[src/rtl/pps_pkg.sv]
// Shared types and period-bound helpers for the PPS sync controller.
package pps_pkg;

  typedef enum logic [1:0] {
    SRC_UNLOCKED = 2'd0,
    SRC_LOCKED   = 2'd1,
    SRC_HOLDOVER = 2'd2
  } pps_src_state_t;

  typedef enum logic [1:0] {
    SCHED_IDLE  = 2'd0,
    SCHED_ARMED = 2'd1,
    SCHED_DELAY = 2'd2
  } pps_sched_state_t;

  function automatic int unsigned period_lo(input int unsigned freq, input int unsigned tol);
    return (freq > tol) ? freq - tol : 0;
  endfunction

  function automatic int unsigned period_hi(input int unsigned freq, input int unsigned tol);
    return freq + tol;
  endfunction

  // One past the upper bound: the saturation point and the timeout threshold.
  function automatic int unsigned period_sat(input int unsigned freq, input int unsigned tol);
    return freq + tol + 1;
  endfunction

  function automatic int unsigned period_cnt_width(input int unsigned freq, input int unsigned tol);
    return $clog2(freq + tol + 2);
  endfunction

endpackage

[src/rtl/pps_period_checker.sv]
// Cycles-since-last-PPS counter with good/short classification at the flag
// and a timeout when the counter first reaches saturation.
module pps_period_checker
  import pps_pkg::*;
#(
  parameter int unsigned CLK_FREQ  = 125000000,
  parameter int unsigned TOLERANCE = 1024
) (
  input  logic clk,
  input  logic rst,
  input  logic pps_flag,
  output logic good,
  output logic short_period,
  output logic timeout_next,
  output logic timeout
);

  localparam int unsigned CW = period_cnt_width(CLK_FREQ, TOLERANCE);
  localparam logic [CW-1:0] LO     = CW'(period_lo(CLK_FREQ, TOLERANCE));
  localparam logic [CW-1:0] HI     = CW'(period_hi(CLK_FREQ, TOLERANCE));
  localparam logic [CW-1:0] SAT    = CW'(period_sat(CLK_FREQ, TOLERANCE));
  localparam logic [CW-1:0] SAT_M1 = CW'(period_sat(CLK_FREQ, TOLERANCE) - 1);

  logic [CW-1:0] cnt;

  assign good         = pps_flag && (cnt >= LO) && (cnt <= HI);
  assign short_period = pps_flag && (cnt < LO);
  assign timeout_next = !pps_flag && (cnt == SAT_M1);

  // The flag cycle is the first cycle of the new period, so a flag N cycles
  // after the previous one sees cnt == N.
  always_ff @(posedge clk) begin
    if (rst) begin
      cnt     <= SAT;
      timeout <= 1'b0;
    end else begin
      timeout <= timeout_next;
      if (pps_flag)
        cnt <= CW'(1);
      else if (cnt != SAT)
        cnt <= cnt + CW'(1);
    end
  end

endmodule

[src/rtl/pps_sync_controller.sv]
// PPS lock/holdover control, holdoff writes, seconds counter and one-shot
// trigger scheduler for the PPS core, all in its ext clock domain.
//
// state         | meaning
// SRC_UNLOCKED  | collecting consecutive good periods
// SRC_LOCKED    | external PPS qualified, core uses it
// SRC_HOLDOVER  | PPS lost, core runs on its internal PPS
// SCHED_IDLE    | no trigger pending
// SCHED_ARMED   | waiting for the PPS that starts the target second
// SCHED_DELAY   | counting down the offset after that PPS
module pps_sync_controller
  import pps_pkg::*;
#(
  parameter int unsigned CLK_FREQ        = 125000000,
  parameter int unsigned TOLERANCE       = 1024,
  parameter int unsigned LOCK_COUNT      = 3,
  parameter int unsigned SEC_WIDTH       = 32,
  parameter int unsigned OFFSET_WIDTH    = 27,
  parameter logic [7:0]  DEFAULT_HOLDOFF = 8'd10
) (
  input  logic                    clk_i,
  input  logic                    rst_i,
  input  logic                    pps_flag_i,
  input  logic                    auto_fallback_i,
  output logic                    int_sel_o,
  input  logic [7:0]              holdoff_i,
  input  logic                    holdoff_load_i,
  output logic [7:0]              holdoff_o,
  output logic                    holdoff_wr_o,
  output logic [SEC_WIDTH-1:0]    sec_o,
  output logic                    locked_o,
  output logic                    pps_missing_o,
  input  logic                    arm_i,
  input  logic [SEC_WIDTH-1:0]    arm_sec_i,
  input  logic [OFFSET_WIDTH-1:0] arm_offset_i,
  input  logic                    disarm_i,
  output logic                    armed_o,
  output logic                    arm_err_o,
  output logic                    trig_o
);

  localparam int unsigned GW = (LOCK_COUNT > 1) ? $clog2(LOCK_COUNT + 1) : 1;
  localparam logic [GW-1:0] GC_LAST = GW'(LOCK_COUNT - 1);

  logic good, short_period, timeout_next, timeout;

  pps_period_checker #(
    .CLK_FREQ  (CLK_FREQ),
    .TOLERANCE (TOLERANCE)
  ) u_period (
    .clk          (clk_i),
    .rst          (rst_i),
    .pps_flag     (pps_flag_i),
    .good         (good),
    .short_period (short_period),
    .timeout_next (timeout_next),
    .timeout      (timeout)
  );

  pps_src_state_t src_q, src_next;
  logic [GW-1:0]  gc_q, gc_next;

  // A flag in the same cycle as the timeout takes precedence over it.
  always_comb begin
    src_next = src_q;
    gc_next  = gc_q;
    case (src_q)
      SRC_UNLOCKED: begin
        if (pps_flag_i) begin
          if (!good)
            gc_next = '0;
          else if (gc_q == GC_LAST)
            src_next = SRC_LOCKED;
          else
            gc_next = gc_q + GW'(1);
        end
      end
      SRC_LOCKED: begin
        if (pps_flag_i) begin
          if (short_period)
            src_next = SRC_UNLOCKED;
        end else if (timeout) begin
          src_next = auto_fallback_i ? SRC_HOLDOVER : SRC_UNLOCKED;
        end
      end
      SRC_HOLDOVER: begin
        if (!auto_fallback_i)
          src_next = SRC_UNLOCKED;
      end
      default: src_next = SRC_UNLOCKED;
    endcase
    if (src_next != src_q)
      gc_next = '0;
  end

  always_ff @(posedge clk_i) begin
    if (rst_i) begin
      src_q         <= SRC_UNLOCKED;
      gc_q          <= '0;
      locked_o      <= 1'b0;
      int_sel_o     <= 1'b0;
      pps_missing_o <= 1'b0;
      sec_o         <= '0;
    end else begin
      src_q         <= src_next;
      gc_q          <= gc_next;
      locked_o      <= (src_next == SRC_LOCKED);
      int_sel_o     <= (src_next == SRC_HOLDOVER);
      pps_missing_o <= (src_q == SRC_LOCKED) && timeout_next;
      if (pps_flag_i)
        sec_o <= sec_o + SEC_WIDTH'(1);
    end
  end

  // init_pend makes the core pick up the default holdoff right after reset.
  logic init_pend;

  always_ff @(posedge clk_i) begin
    if (rst_i) begin
      init_pend    <= 1'b1;
      holdoff_o    <= DEFAULT_HOLDOFF;
      holdoff_wr_o <= 1'b0;
    end else begin
      init_pend    <= 1'b0;
      holdoff_wr_o <= init_pend || holdoff_load_i;
      if (holdoff_load_i)
        holdoff_o <= holdoff_i;
    end
  end

  pps_sched_state_t        sched_q, sched_next;
  logic [SEC_WIDTH-1:0]    tgt_q, tgt_next;
  logic [OFFSET_WIDTH-1:0] dly_q, dly_next;
  logic                    trig_next, err_next, sec_match;

  assign sec_match = pps_flag_i && ((sec_o + SEC_WIDTH'(1)) == tgt_q);

  // dly_q holds the raw offset while ARMED and the remaining count in DELAY.
  always_comb begin
    sched_next = sched_q;
    tgt_next   = tgt_q;
    dly_next   = dly_q;
    trig_next  = 1'b0;
    err_next   = 1'b0;
    if (disarm_i) begin
      sched_next = SCHED_IDLE;
    end else begin
      case (sched_q)
        SCHED_IDLE: begin
          if (arm_i) begin
            sched_next = SCHED_ARMED;
            tgt_next   = arm_sec_i;
            dly_next   = arm_offset_i;
          end
        end
        SCHED_ARMED: begin
          err_next = arm_i;
          if (sec_match) begin
            if (dly_q == '0) begin
              trig_next  = 1'b1;
              sched_next = SCHED_IDLE;
            end else begin
              dly_next   = dly_q - OFFSET_WIDTH'(1);
              sched_next = SCHED_DELAY;
            end
          end
        end
        SCHED_DELAY: begin
          err_next = arm_i;
          if (dly_q == '0) begin
            trig_next  = 1'b1;
            sched_next = SCHED_IDLE;
          end else begin
            dly_next = dly_q - OFFSET_WIDTH'(1);
          end
        end
        default: sched_next = SCHED_IDLE;
      endcase
    end
  end

  always_ff @(posedge clk_i) begin
    if (rst_i) begin
      sched_q   <= SCHED_IDLE;
      tgt_q     <= '0;
      dly_q     <= '0;
      armed_o   <= 1'b0;
      arm_err_o <= 1'b0;
      trig_o    <= 1'b0;
    end else begin
      sched_q   <= sched_next;
      tgt_q     <= tgt_next;
      dly_q     <= dly_next;
      armed_o   <= (sched_next != SCHED_IDLE);
      arm_err_o <= err_next;
      trig_o    <= trig_next;
    end
  end

endmodule

[config.mk]
export PLATFORM = sky130hd
export DESIGN_NAME = pps_sync_controller
export DESIGN_NICKNAME = d
export VERILOG_FILES = /design/src/rtl/pps_pkg.sv /design/src/rtl/pps_period_checker.sv /design/src/rtl/pps_sync_controller.sv
export SDC_FILE = /design/constraint.sdc
export NUM_CORES = 1
export LEC_CHECK = 0
export CORE_UTILIZATION = 55
export CTS_CLUSTER_DIAMETER = 200
export DETAILED_ROUTE_END_ITERATION = 8
export HOLD_SLACK_MARGIN = 0.15
export PLACE_DENSITY = 0.88
export SETUP_SLACK_MARGIN = 0.05
export SLEW_MARGIN = 20
export SYNTH_ARGS = -nofsm -noshare
export SYNTH_HDL_FRONTEND = slang
export SYNTH_HIERARCHICAL = 1
export SYNTH_SLANG_ARGS = --single-unit
export TNS_END_PERCENT = 50
[constraint.sdc]
create_clock -name clk_i -period 4.8 [get_ports clk_i]
set_input_delay 0.72 -clock clk_i [delete_from_list [all_inputs] [get_ports clk_i]]
set_output_delay 0.72 -clock clk_i [all_outputs]
set_load 0.1 [all_outputs]
# After elaboration in Yosys (flattened, before gate mapping)
# Index checks and enable logic that the tools add are counted.
# word_totals
regBits	141
input_bits	74
out_inout_bits	47
wordCells	90
# classes
add_sub_neg	4
magnitude_cmp	3
eq_ne	14
n_mux	27
bitwise	2
n_reduce_logical	22
# ops
cell	n
2-to-1 mux 27 bit	5
one-hot mux 27 bit (3 select lines)	1
adder 32 x 1 -> 32 bit (second input constant)	1
== test 32 bit	1
2-to-1 mux 2 bit	15
adder 27 x 1 -> 27 bit (second input constant)	1
== test 27 bit (second input constant)	1
greater-or-equal comparator 27 bit (second input constant)	1
<= comparator 27 bit (second input constant)	1
zero test 27 bit	1
< comparator 27 bit (second input constant)	1
inequality test 27 bit (second input constant)	1
subtractor 27 x 1 -> 27 bit (second input constant)	1
one-hot mux 2 bit (3 select lines)	2
== test 2 bit (second input constant)	4
OR reduction 2 bit	4
== test 2 x 1 -> 1 bit (second input constant)	3
logical AND 1 bit	6
inequality test 2 bit (second input constant)	3
AND reduction 3 bit	2
zero test 2 bit	2
AND reduction 4 bit	1
nonzero test 2 bit	2
2-to-1 mux 1 bit	3
8 further kinds	9

# Depth between registers and ports, before layout
# logic_depth
ltp_word	8
ltp_mapped	12
depth_no_buf	11

# Cells and area by module
# Netlist, hierarchy kept.
# by_module_without_submodules
module	n_inst	cells_per_inst	area_per_inst_um2	seq_area_each_um2
pps_sync_controller	1	778	6190.9	2262.2
pps_period_checker	1	198	1644.1	560.5

# Worst setup path before layout
# OpenSTA, ideal clock, no wires.
# synth_path
path_kind	register to register
from	register sec_o[0]
to	register dly_q[23]
setup_time_ns	0.131
t_arrival_ns	4.026
t_required_ns	4.669
path_slack_ns	0.643
path_stages_with_launch	11
n_path_buf	1
period_less_slack_ns	4.157
cell_sequence	dfxtp_1 > ha_1 > nand3_1 > nor4_1 > xnor2_1 > o2111ai_1 > or4_4 > o21a_2 > buf_6 > o311ai_0 > o21ai_1
# synth_via
elab_chain_len	5
# synth_lines
item	line_no	rtl
from (decl)	pps_sync_controller.sv:30	output logic [SEC_WIDTH-1:0] sec_o,
from (signal assigned)	pps_sync_controller.sv:111	sec_o <= sec_o + SEC_WIDTH'(1);
adder 32 x 1 -> 32 bit	pps_sync_controller.sv:136	assign sec_match = pps_flag_i && ((sec_o + SEC_WIDTH'(1)) == tgt_q);
== test 32 bit	pps_sync_controller.sv:136	
logical AND 1 bit	pps_sync_controller.sv:136	
inequality test 2 bit (no source line)	--	
AND reduction 4 bit (no source line)	--	
to (signal assigned)	pps_sync_controller.sv:193	dly_q <= dly_next;
to (decl)	pps_sync_controller.sv:133	logic [OFFSET_WIDTH-1:0] dly_q, dly_next;
# No other way between the ends.
# A chain may end at the register's enable or synchronous reset.

# Worst setup path after layout
# layout_path
from	register sec_o[0]
to	register dly_q[0]
# The elaborated chain is that of the path after synthesis.

==> flow_metrics.env <==
export IMPL_grt_pass1_wl_um=33400
export IMPL_numClockSinks=141
export IMPL_drive_above_1_share=0.0590
export IMPL_rsz0062_at_grt="no"
export IMPL_fin_util=0.697
export IMPL_crit_type="flip-flop to flip-flop"
export IMPL_die_x_um=121
export IMPL_hold_path_depth=2
export IMPL_insertedDiodeCount=0
export IMPL_fin_crit_ns=3.89
export IMPL_peakVddDrop_uv=245
export IMPL_wl_per_cell_um=16.3
export IMPL_start_util=0.564
export IMPL_drt_wl_total_um=20700
export IMPL_critPathMaxFanout=17
export IMPL_cts_root_buf="clkbuf_16"
export IMPL_rows=43
export IMPL_required_ns=5.14
export IMPL_p_per_area_nw_per_um2=314
export IMPL_grt_pass1_vias=6971
export IMPL_timing_critical_path_cells="ha_1 > nand3_1 > nor3_1 > nand4b_1 > xnor2_1 > a211oi_1 > o2111ai_1 > o21ai_4 > nand4_4 > o31ai_1"
export IMPL_cts_buffer_depth=2
export IMPL_outcome="finished, final reports clean"
export IMPL_fmax_mhz=257
export IMPL_die_area_sq_um=14700
export IMPL_fp_coreArea_sq_um=13900
export IMPL_startpoint_type="flip-flop"
export IMPL_seq_area_frac_synth=0.360
export IMPL_comb_power_share=0.150
export IMPL_drc=0
export IMPL_grt_max_degree=63
export IMPL_switching_share=0.264
export IMPL_finClkSkew_ns=0.00873
export IMPL_num_io_pins=121
export IMPL_antenna_found_initial=0
export IMPL_leakage_nw=3.42
export IMPL_ant_nets=0
export IMPL_p_int_w=0.00224
export IMPL_die_y_um=121
export IMPL_synth_ff_type="dfxtp_1"
export IMPL_synth_edf_count=0
export IMPL_finalSetupViolCount=0
export IMPL_ctsResizeCount=0
export IMPL_drv_cap=0
export IMPL_dr_first_iter_drc_count=754
export IMPL_overflow=0
export IMPL_crit_path_top_delay_cell="nor3_1"
export IMPL_hp_class="flip-flop to flip-flop"
export IMPL_post_cts_buffers=0
export IMPL_end_kind="flip-flop"
export IMPL_net_switching_power_w=0.000804
export IMPL_io_buffers=120
export IMPL_ys_seq_elements=141
export IMPL_htreeDepth=4
export IMPL_slowest_delay_ns=0.56
export IMPL_tritoncts="built"
export IMPL_syn_inst=976
export IMPL_synth_net_count=1060
export IMPL_syn_to_final_growth_pct=23.6
export IMPL_cts_hold_buf=0
export IMPL_final_common_cell="dfxtp_1"
export IMPL_cp_arrival_ns=4.23
export IMPL_p_clk_frac=0.436
export IMPL_drt_pass1_iter_count=5
export IMPL_holdWs_ns=0.454
export IMPL_layout_common_cells="dfxtp_1, clkdlybuf4s50_1, nand2_1"
export IMPL_numCtsBuffers=17
export IMPL_syn_area_sq_um=7840
export IMPL_async_flop_share=0
export IMPL_grt_usage=0.285
export IMPL_drv_slew=0
export IMPL_layout_nets=1155
export IMPL_dpl_hpwl_um=14100
export IMPL_setup_tns_ns=0
export IMPL_reg2reg_depth=10
export IMPL_worstSkewPairLatency_ns=0.43
export IMPL_tightest_slew_ns=1.02
export IMPL_avgSynthCellArea_sq_um=8.03
export IMPL_synth_cell_types=73
export IMPL_vias=7667
export IMPL_power_frac_seq=0.413
export IMPL_drt_vias_per_instance=6.07
export IMPL_path_clk_slew_ns=0.06
export IMPL_gp_congestion=0.976
export IMPL_hold_viol=0
export IMPL_max_slew_margin_rel=0.316
export IMPL_min_period_over_period=0.810
export IMPL_ff2ff_setup_slack_ns=0.91
export IMPL_synth_warnings=6
## final cells by class
type | instances | area [sq um]
Timing Repair Buffer | 128 | 1260
Multi-Input combinational cell | 749 | 4650
Fill cell | 1095 | 4200
Clock inverter | 6 | 80.1
Inverter | 34 | 128
Clock buffer | 26 | 519
Tap cell | 180 | 225
Sequential cell | 141 | 2820
## worst paths after layout
| kind | start | to |
|---|---|---|
| setup / recovery | sec_o[0]$_SDFFE_PP0P_ | dly_q[0]$_SDFFE_PP0P_ |
| setup reg to reg | sec_o[0]$_SDFFE_PP0P_ | dly_q[0]$_SDFFE_PP0P_ |
| hold / removal | init_pend$_DFF_P_ | holdoff_wr_o$_SDFF_PP0_ |
| hold reg to reg | init_pend$_DFF_P_ | holdoff_wr_o$_SDFF_PP0_ |
## per-layer routing
layer	up-vias	track usage	wire (um)	part of all wire
li1	3731	-	-	-
met5	-	0	0	0
met2	347	0.472	9870	0.48
met3	40	0.0508	1480	0.072
met4	0	0.123	498	0.024
met1	3549	0.363	8810	0.43
## critical path: cells and delay by family (launching register included)
family,cells,cell delay (ns)
adders and majority gates,1,0.27
and+or+nand+nor,4,1.47
DFF,1,0.47
xor gates and xnor gates,1,0.19
AOI/OAI and AO/OA,4,1.39
## kinds of logic (layout without fill, tap and decap cells)
logic type               Yosys count  after routing  share of synthesized area
XOR/XNOR                          82             82                     0.0917
AND/OR/NAND/NOR                  428            428                      0.286
multiplexers                      17             17                     0.0219
adder cells (fa/ha/maj)           10             10                     0.0160
AO/OA/AOI/OAI                    212            212                      0.177
flip-flops                       141            141                      0.360
buffers and inverters             86            194                     0.0468
## per-stage QoR
| step | cell area, sq um | total power [W] | instances | setup slack [ns] |
|---|---|---|---|---|
| 6_report | 9680 | 0.00304 | 1264 | 0.912 |
| 5_1_grt | 9680 | 0.00315 | 1264 | 0.659 |
| 4_1_cts | 9680 | 0.00304 | 1264 | 0.979 |
| 3_5_place_dp | 9080 | 0.00173 | 1232 | 0.663 |
| 3_3_place_gp | 9080 | 0.00172 | 1232 | 0.741 |
| 2_1_floorplan | 7840 | 0.00158 | 976 | 0.643 |
## flip-flops by register name, indices dropped and copies added, names as in the netlist, 2 cells and up
name and flops:
dly_q 27, gc_q 2, holdoff_o 8, sched_q 2, sec_o 32, src_q 2
tgt_q 32, u_period/cnt 27
## cells in the mapped netlist, drive strengths merged, types with 18 or more instances
cell type	n	area share
dfxtp	141	0.36
nand2	117	0.056
nor2	86	0.041
a21oi	73	0.047
xnor2	48	0.054
nor3	47	0.030
nand3	40	0.030
o21ai	40	0.028
clkbuf	37	0.018
inv	34	0.016
xor2	34	0.038
nand4	28	0.027
nor4	19	0.019
or3	18	0.014
## power groups by stage
stage	sequential, W	combinational, W	clock [W]
finish	0.00126	0.000458	0.00133
global route	0.00126	0.000499	0.00139
CTS	0.00126	0.000453	0.00133
detailed placement	0.00128	0.000450	0
global placement	0.00128	0.000443	0
floorplan	0.00132	0.000265	0
Power figures use the tool's default switching activity.
